**config.mk**
```make
export PLATFORM = sky130hd
export DESIGN_NAME = fu_exec_unit
export DESIGN_NICKNAME = d
export VERILOG_FILES = /design/src/rtl/fu_pkg.sv /design/src/rtl/fu_alu.sv /design/src/rtl/fu_exec_unit.sv
export SDC_FILE = /design/constraint.sdc
export NUM_CORES = 2
export LEC_CHECK = 0
export CAP_MARGIN = 20
export CELL_PAD_IN_SITES_DETAIL_PLACEMENT = 0
export CELL_PAD_IN_SITES_GLOBAL_PLACEMENT = 1
export CORE_ASPECT_RATIO = 0.75
export CORE_MARGIN = 4
export CORE_UTILIZATION = 40
export CTS_CLUSTER_DIAMETER = 120
export DETAILED_ROUTE_END_ITERATION = 8
export PLACE_DENSITY = 0.79
export SYNTH_ARGS = -nofsm -noshare
export SYNTH_HDL_FRONTEND = slang
export SYNTH_SLANG_ARGS = --single-unit
```
**constraint.sdc**
```tcl
create_clock -name clk -period 14.25 [get_ports clk]
set_clock_uncertainty 0.1 [all_clocks]
set_input_delay 1.425 -clock clk [delete_from_list [all_inputs] [get_ports clk]]
set_output_delay 1.425 -clock clk [all_outputs]
set_load 0.05 [all_outputs]
```
**src/rtl/fu_pkg.sv**
```systemverilog
// Shared definitions for the VLIW-slot functional unit: opcodes, instruction field
// positions, ALU operation encoding and FSM states.
package fu_pkg;

  localparam logic [5:0] OpSingle = 6'h00;
  localparam logic [5:0] OpOpi    = 6'h01;
  localparam logic [5:0] OpOpr    = 6'h02;
  localparam logic [5:0] OpLui    = 6'h03;

  localparam int unsigned OpcodeLsb = 0;
  localparam int unsigned RdLsb     = 6;
  localparam int unsigned Rs1Lsb    = 11;
  localparam int unsigned Rs2Lsb    = 16;
  localparam int unsigned Imm12Lsb  = 16;
  localparam int unsigned Imm20Lsb  = 11;
  localparam int unsigned F4Lsb     = 28;
  localparam int unsigned F1Bit     = 31;

  typedef enum logic [3:0] {
    AluAdd = 4'd0,
    AluXor = 4'd1,
    AluAnd = 4'd2,
    AluOr  = 4'd3,
    AluSub = 4'd4,
    AluSll = 4'd5,
    AluSrl = 4'd6
  } alu_op_t;

  // F4 values above this are undecodable.
  localparam logic [3:0] AluOpMax = 4'd6;

  typedef enum logic [2:0] {
    StIdle,
    StDecode,
    StRead,
    StExec,
    StWb
  } fu_state_t;

endpackage

```
**src/rtl/fu_alu.sv**
```systemverilog
// Combinational ALU for the functional unit; shifts use the low log2(XLEN) bits of b.
module fu_alu
  import fu_pkg::*;
#(
  parameter int unsigned XLEN = 64
) (
  input  logic [XLEN-1:0] a,
  input  logic [XLEN-1:0] b,
  input  alu_op_t         op,
  output logic [XLEN-1:0] q
);

  localparam int unsigned ShW = $clog2(XLEN);

  logic [ShW-1:0] shamt;
  assign shamt = b[ShW-1:0];

  always_comb begin
    q = '0;
    unique case (op)
      AluAdd:  q = a + b;
      AluXor:  q = a ^ b;
      AluAnd:  q = a & b;
      AluOr:   q = a | b;
      AluSub:  q = a - b;
      AluSll:  q = a << shamt;
      AluSrl:  q = a >> shamt;
      default: q = '0;
    endcase
  end

endmodule

```
**src/rtl/fu_exec_unit.sv**
```systemverilog
// One VLIW bundle slot: IDLE->DECODE->READ->EXEC->WB, one instruction per five cycles.
// Optional retired-instruction counter enabled by defining FU_PERF_CNT_EN.
module fu_exec_unit
  import fu_pkg::*;
#(
  parameter int unsigned FUID   = 0,
  parameter int unsigned XLEN   = 64,
  parameter int unsigned ADDR_W = 64,
  parameter int unsigned CNT_W  = 32
) (
  input  logic              clk,
  input  logic              rst,
  input  logic              instr_valid,
  output logic              instr_ready,
  input  logic [31:0]       instruction,
  input  logic [ADDR_W-1:0] bundle_addr,
  output logic              busy,
  output logic              done,
  output logic              illegal,
  output logic [ADDR_W-1:0] done_bundle_addr,
  output logic [4:0]        reg_raddr1,
  output logic [4:0]        reg_raddr2,
  output logic              reg_ren,
  input  logic [XLEN-1:0]   reg_rdata1,
  input  logic [XLEN-1:0]   reg_rdata2,
  output logic              reg_we,
  output logic [4:0]        reg_waddr,
  output logic [XLEN-1:0]   reg_wdata
`ifdef FU_PERF_CNT_EN
  ,
  output logic [CNT_W-1:0]  retired_count
`endif
);

  if (XLEN != 32 && XLEN != 64) begin : g_xlen_chk
    $error("XLEN must be 32 or 64");
  end
  if (FUID > 255 || CNT_W == 0) begin : g_param_chk
    $error("FUID or CNT_W out of range");
  end

  fu_state_t         state_q, state_d;
  logic [31:0]       instr_q;
  logic [ADDR_W-1:0] addr_q;
  logic [XLEN-1:0]   opa_q, opb_q, res_q, alu_q, lui_val;

  logic [5:0]  opcode;
  logic [4:0]  rd, rs1, rs2;
  logic [11:0] imm12;
  logic [19:0] imm20;
  logic [3:0]  f4;
  logic        f1, is_alu, legal, writes, accept;
  logic [31:0] lui32;

  assign opcode = instr_q[OpcodeLsb +: 6];
  assign rd     = instr_q[RdLsb +: 5];
  assign rs1    = instr_q[Rs1Lsb +: 5];
  assign rs2    = instr_q[Rs2Lsb +: 5];
  assign imm12  = instr_q[Imm12Lsb +: 12];
  assign imm20  = instr_q[Imm20Lsb +: 20];
  assign f4     = instr_q[F4Lsb +: 4];
  assign f1     = instr_q[F1Bit];

  assign is_alu = (opcode == OpOpi) || (opcode == OpOpr);
  assign legal  = ((opcode == OpSingle) && (instr_q[31:6] == '0)) ||
                  (is_alu && (f4 <= AluOpMax)) || (opcode == OpLui);
  assign writes = legal && (opcode != OpSingle) && (rd != 5'd0);
  assign accept = instr_valid && (state_q == StIdle);

  assign lui32   = {imm20, 12'b0};
  assign lui_val = f1 ? XLEN'($signed(lui32)) : XLEN'(lui32);

  fu_alu #(
    .XLEN(XLEN)
  ) u_alu (
    .a (opa_q),
    .b (opb_q),
    .op(alu_op_t'(f4)),
    .q (alu_q)
  );

  always_ff @(posedge clk or negedge rst) begin
    if (!rst) begin
      state_q <= StIdle;
    end else begin
      state_q <= state_d;
    end
  end

  always_comb begin
    state_d = state_q;
    unique case (state_q)
      StIdle:   if (accept) state_d = StDecode;
      StDecode: state_d = StRead;
      StRead:   state_d = StExec;
      StExec:   state_d = StWb;
      StWb:     state_d = StIdle;
      default:  state_d = StIdle;
    endcase
  end

  always_ff @(posedge clk or negedge rst) begin
    if (!rst) begin
      instr_q <= '0;
      addr_q  <= '0;
      opa_q   <= '0;
      opb_q   <= '0;
      res_q   <= '0;
    end else begin
      if (accept) begin
        instr_q <= instruction;
        addr_q  <= bundle_addr;
      end
      // Register file data is valid during READ; capture it for EXEC.
      if (state_q == StRead) begin
        opa_q <= reg_rdata1;
        opb_q <= (opcode == OpOpr) ? reg_rdata2 : XLEN'(imm12);
      end
      if (state_q == StExec) begin
        res_q <= (opcode == OpLui) ? lui_val : alu_q;
      end
    end
  end

  always_comb begin
    instr_ready      = (state_q == StIdle);
    busy             = (state_q != StIdle);
    done             = 1'b0;
    illegal          = 1'b0;
    done_bundle_addr = '0;
    reg_ren          = 1'b0;
    reg_raddr1       = '0;
    reg_raddr2       = '0;
    reg_we           = 1'b0;
    reg_waddr        = '0;
    reg_wdata        = '0;
    unique case (state_q)
      StDecode: begin
        if (is_alu) begin
          reg_ren    = 1'b1;
          reg_raddr1 = rs1;
          reg_raddr2 = (opcode == OpOpr) ? rs2 : 5'd0;
        end
      end
      StWb: begin
        done             = 1'b1;
        illegal          = !legal;
        done_bundle_addr = addr_q;
        if (writes) begin
          reg_we    = 1'b1;
          reg_waddr = rd;
          reg_wdata = res_q;
        end
      end
      default: ;
    endcase
  end

`ifdef FU_PERF_CNT_EN
  always_ff @(posedge clk or negedge rst) begin
    if (!rst) begin
      retired_count <= '0;
    end else if (state_q == StWb) begin
      retired_count <= retired_count + CNT_W'(1);
    end
  end
`endif

endmodule

```
==> out/metrics.csv <==
stage,metric,value,unit
logic_synthesis,number of enable flip-flop cells after synthesis,0,
grt,vias in the first global route,28000,
run,max_cap viols,0,
critical_path,CP Launch Point,opb_q[0],
finish,Finished Cell Area,34700,um2
grt,initial antenna violation count,6,
critical_path,crit path DAT,7410,ps
clock_tree,clk slew on worst S/H paths,70,ps
finish,layout cells sized above 1,10.4,%
run_status,outcome,completed,
route,DR WL/cell,30.8,um
sta,fmax,141,MHz
route,Vias,29900,
logic_synthesis,Mapped Cells,3564,
placed_design,Final HPWL DP,116,mm
logic_synthesis,Synth Register Bits,291,
sta,Tightest Pin Transition,1420,ps
clock_tree,deepest clock path buffer count,3,
sta,final setup violation count,0,
grt,largest net degree at the start of global routing,117,
sta,final worst setup slack,7170,ps
critical_path,worst endpoint required time,14590,ps
sta,final setup TNS,0,ps
clock_tree,CTS root buf,clkbuf_16,
finish,storage element area,7300,um2
placed_design,DP Area,33500,um2
finish,FILL cells,7074,
die,die area,76900,um2
clock_tree,CTS HTree Levels,2,
die,Die Height,241,um
finish,# nets final,4195,
logic_synthesis,Synth async-reset ratio,100,%
critical_path,Worst R2R Start,opb_q[0],
die,I/O pins,376,
worst_hold_path,min-delay worst type,reg2reg,
finish,multi-input logic area,20100,um2
critical_path,startpoint types,register,
clock_tree,setup bufs post-CTS,0,
critical_path,Worst Reg2Reg Path Length in Cells,18,
sta,Final Hold Vio Count,0,
critical_path,R2R Path End,res_q[63],
clock_tree,CTS buffer count,35,
critical_path,CP Max Fanout,40,
placed_design,PortBufs,375,
finish,Area Overhead vs Synth,19.8,%
logic_synthesis,Syn Std Cell Area,29000,um2
critical_path,crit end category,register,
critical_path,critical path type,reg2reg,
route,Routed WL,147,mm
grt,global route total overflow,0,
grt,first-pass GRT wire length,207,mm
grt,Overall Global Routing Usage,36.7,%
sta,fin. max-slew vios,0,
logic_synthesis,"Seq/Total Area, Yosys",25.1,%
clock_tree,Clock Sinks,291,
power,Leak,14.4,nW
die,Starting Density,40.4,%
clock_tree,Resize count post-CTS,0,
clock_tree,clock latency on the worst-skew pair,590,ps
die,row count,85,
route,Detail Route Antenna Nets,0,
finish,fin util,48.3,%
sta,fin crit share,49.7,%
logic_synthesis,Yosys warning total,0,
critical_path,flop2flop setup slack,7170,ps
route,TritonRoute pass-1 iters,7,
clock_tree,CTS tree,yes,
finish,antenna cells,0,
die,CORE AREA,71800,um2
placed_design,routability cong.,1.08,
route,initial DRC count,3824,
logic_synthesis,Syn Area/Cell,8.13,um2
power,power density cells,301,nW/um2
sta,RSZ-0062 raised after global routing,no,
clock_tree,hold_buf cts,0,
logic_synthesis,Main synth FF type,dfrtp_1,
logic_synthesis,Syn Nets,3985,
route,vias per cell,6.28,
route,drt drc,0,
placed_design,worst slack at placement,7440,ps
sta,post-layout min period,7080,ps
critical_path,worst setup path end,res_q[63],
power,"IR drop worst, VDD",0.000135,V
sta,relative slew slack,4.07,%
die,Die W,319,um
power,total chip power,10.4,mW
logic_synthesis,Synth cell types,86,
-- critical path, cell delays in order (launching register included) --
cell and delay [ps]:
dfrtp_4 690, or4_1 610, or3_4 380, nor4_4 410, nand3_2 220, or3_1 410
o31ai_1 260, xnor2_1 110, ha_1 400, nand4_1 200, or4_1 570, a211oi_1 600
nor3_1 160, a211oi_2 540, a31oi_1 430, o31ai_2 380, a221oi_1 140, xnor2_1 200
o22ai_2 80
-- area by class of cell --
class / instances / area share (%)
Multi-Input combinational cell: 2828 / 57.8
Inverter: 169 / 1.84
Clock buffer: 49 / 2.82
Clock inverter: 14 / 0.559
Timing Repair Buffer: 449 / 12.5
Tap cell: 957 / 3.45
Sequential cell: 291 / 21.0
-- flip-flops by register name (all words and copies together) (netlist names) --
register and cells:
state_q 3, res_q 64, opb_q 64, opa_q 64, addr_q 64, instr_q 32
-- kinds of logic after synthesis --
| family | after synthesis | share of synthesized area, % |
|---|---|---|
| xor gates and xnor gates | 120 | 3.65 |
| and+or+nand+nor | 1110 | 17.6 |
| muxes | 356 | 17.0 |
| DFF | 291 | 25.1 |
| adders and majority gates | 195 | 8.44 |
| AOI/OAI and AO/OA | 1047 | 22.3 |
| buffers and inverters | 445 | 5.88 |
-- report_power, final --
| group | switching [mW] | total [mW] | internal [mW] | leakage (nW) |
|---|---|---|---|---|
| clock | 0.402 | 0.942 | 0.541 | 0.567 |
| combinational | 5.19 | 7.69 | 2.51 | 10.2 |
| sequential | 0.625 | 1.81 | 1.18 | 3.64 |
| total | 6.22 | 10.4 | 4.23 | 14.4 |
-- routing by layer --
metal  vias up  GRT usage [%]  part of all wire (%)
li1      13300              -                     -
met1     14700           51.2                    43
met2      1541           53.1                    42
met3       298           8.59                   9.0
met4         8           19.0                   6.2
met5         -              0                 0.063
-- metrics by stage --
step / hold WS [ps] / std cells
after CTS: 381 / 4755
final: 376 / 4757
after floorplan: 340 / 3564
after global routing: 402 / 4757
after global placement: 359 / 4692
after detailed placement: 368 / 4692
-- how the worst min path moves through the flow --
stage,from,endpoint,depth (start not counted)
floorplan,res_q[27],res_q[27],2
global placement,res_q[0],res_q[0],2
detailed placement,res_q[15],res_q[15],2
CTS,res_q[15],res_q[15],2
global route,res_q[2],res_q[2],2
finish,res_q[15],res_q[15],2
-- cell usage after synthesis (20+ instances only) --
| library cell | n | area, um2 |
|---|---|---|
| buf_1 | 58 | 218 |
| a211oi_1 | 43 | 323 |
| mux2_2 | 118 | 1330 |
| inv_1 | 166 | 623 |
| dfrtp_1 | 291 | 7280 |
| nor3_1 | 48 | 240 |
| and2_1 | 146 | 913 |
| xnor2_1 | 96 | 841 |
| o21ai_0 | 362 | 1810 |
| clkbuf_1 | 196 | 736 |
| ha_1 | 193 | 2410 |
| nand4_1 | 27 | 169 |
| a21o_1 | 46 | 345 |
| xor2_1 | 23 | 201 |
| a22oi_1 | 54 | 405 |
| buf_2 | 20 | 100 |
| mux2i_1 | 140 | 1400 |
| nand2_1 | 307 | 1150 |
| mux4_2 | 98 | 2210 |
| a21oi_1 | 259 | 1300 |
| nor2_1 | 400 | 1500 |
| a221oi_1 | 40 | 350 |
| a31oi_1 | 31 | 194 |
| o221ai_1 | 20 | 175 |
| nand3_1 | 85 | 425 |
| o22ai_1 | 35 | 219 |
-- cells in the final DEF (no fill, tap or decap), types with 18 or more instances in the layout --
cell type / Yosys / layout
mux2_2: 118 / 118
dfrtp_1: 291 / 284
nand4_1: 27 / 27
a211oi_1: 43 / 43
ha_1: 193 / 193
o31ai_1: 18 / 18
a22oi_1: 54 / 54
a221oi_1: 40 / 40
nor2_1: 400 / 398
nand3_1: 85 / 85
xor2_1: 23 / 23
nand2_1: 307 / 307
a21oi_1: 259 / 259
a21o_1: 46 / 46
nor3_1: 48 / 44
buf_4: 0 / 72
mux4_2: 98 / 98
a211o_1: 18 / 18
o221ai_1: 20 / 20
nand2b_1: 18 / 18
and2_1: 146 / 145
o22ai_1: 35 / 35
o21ai_0: 362 / 362
mux2i_1: 140 / 140
clkdlybuf4s50_1: 0 / 374
a31oi_1: 31 / 30
xnor2_1: 96 / 96
inv_1: 166 / 163
clkbuf_16: 0 / 35
(Power assumes the default switching activity.)
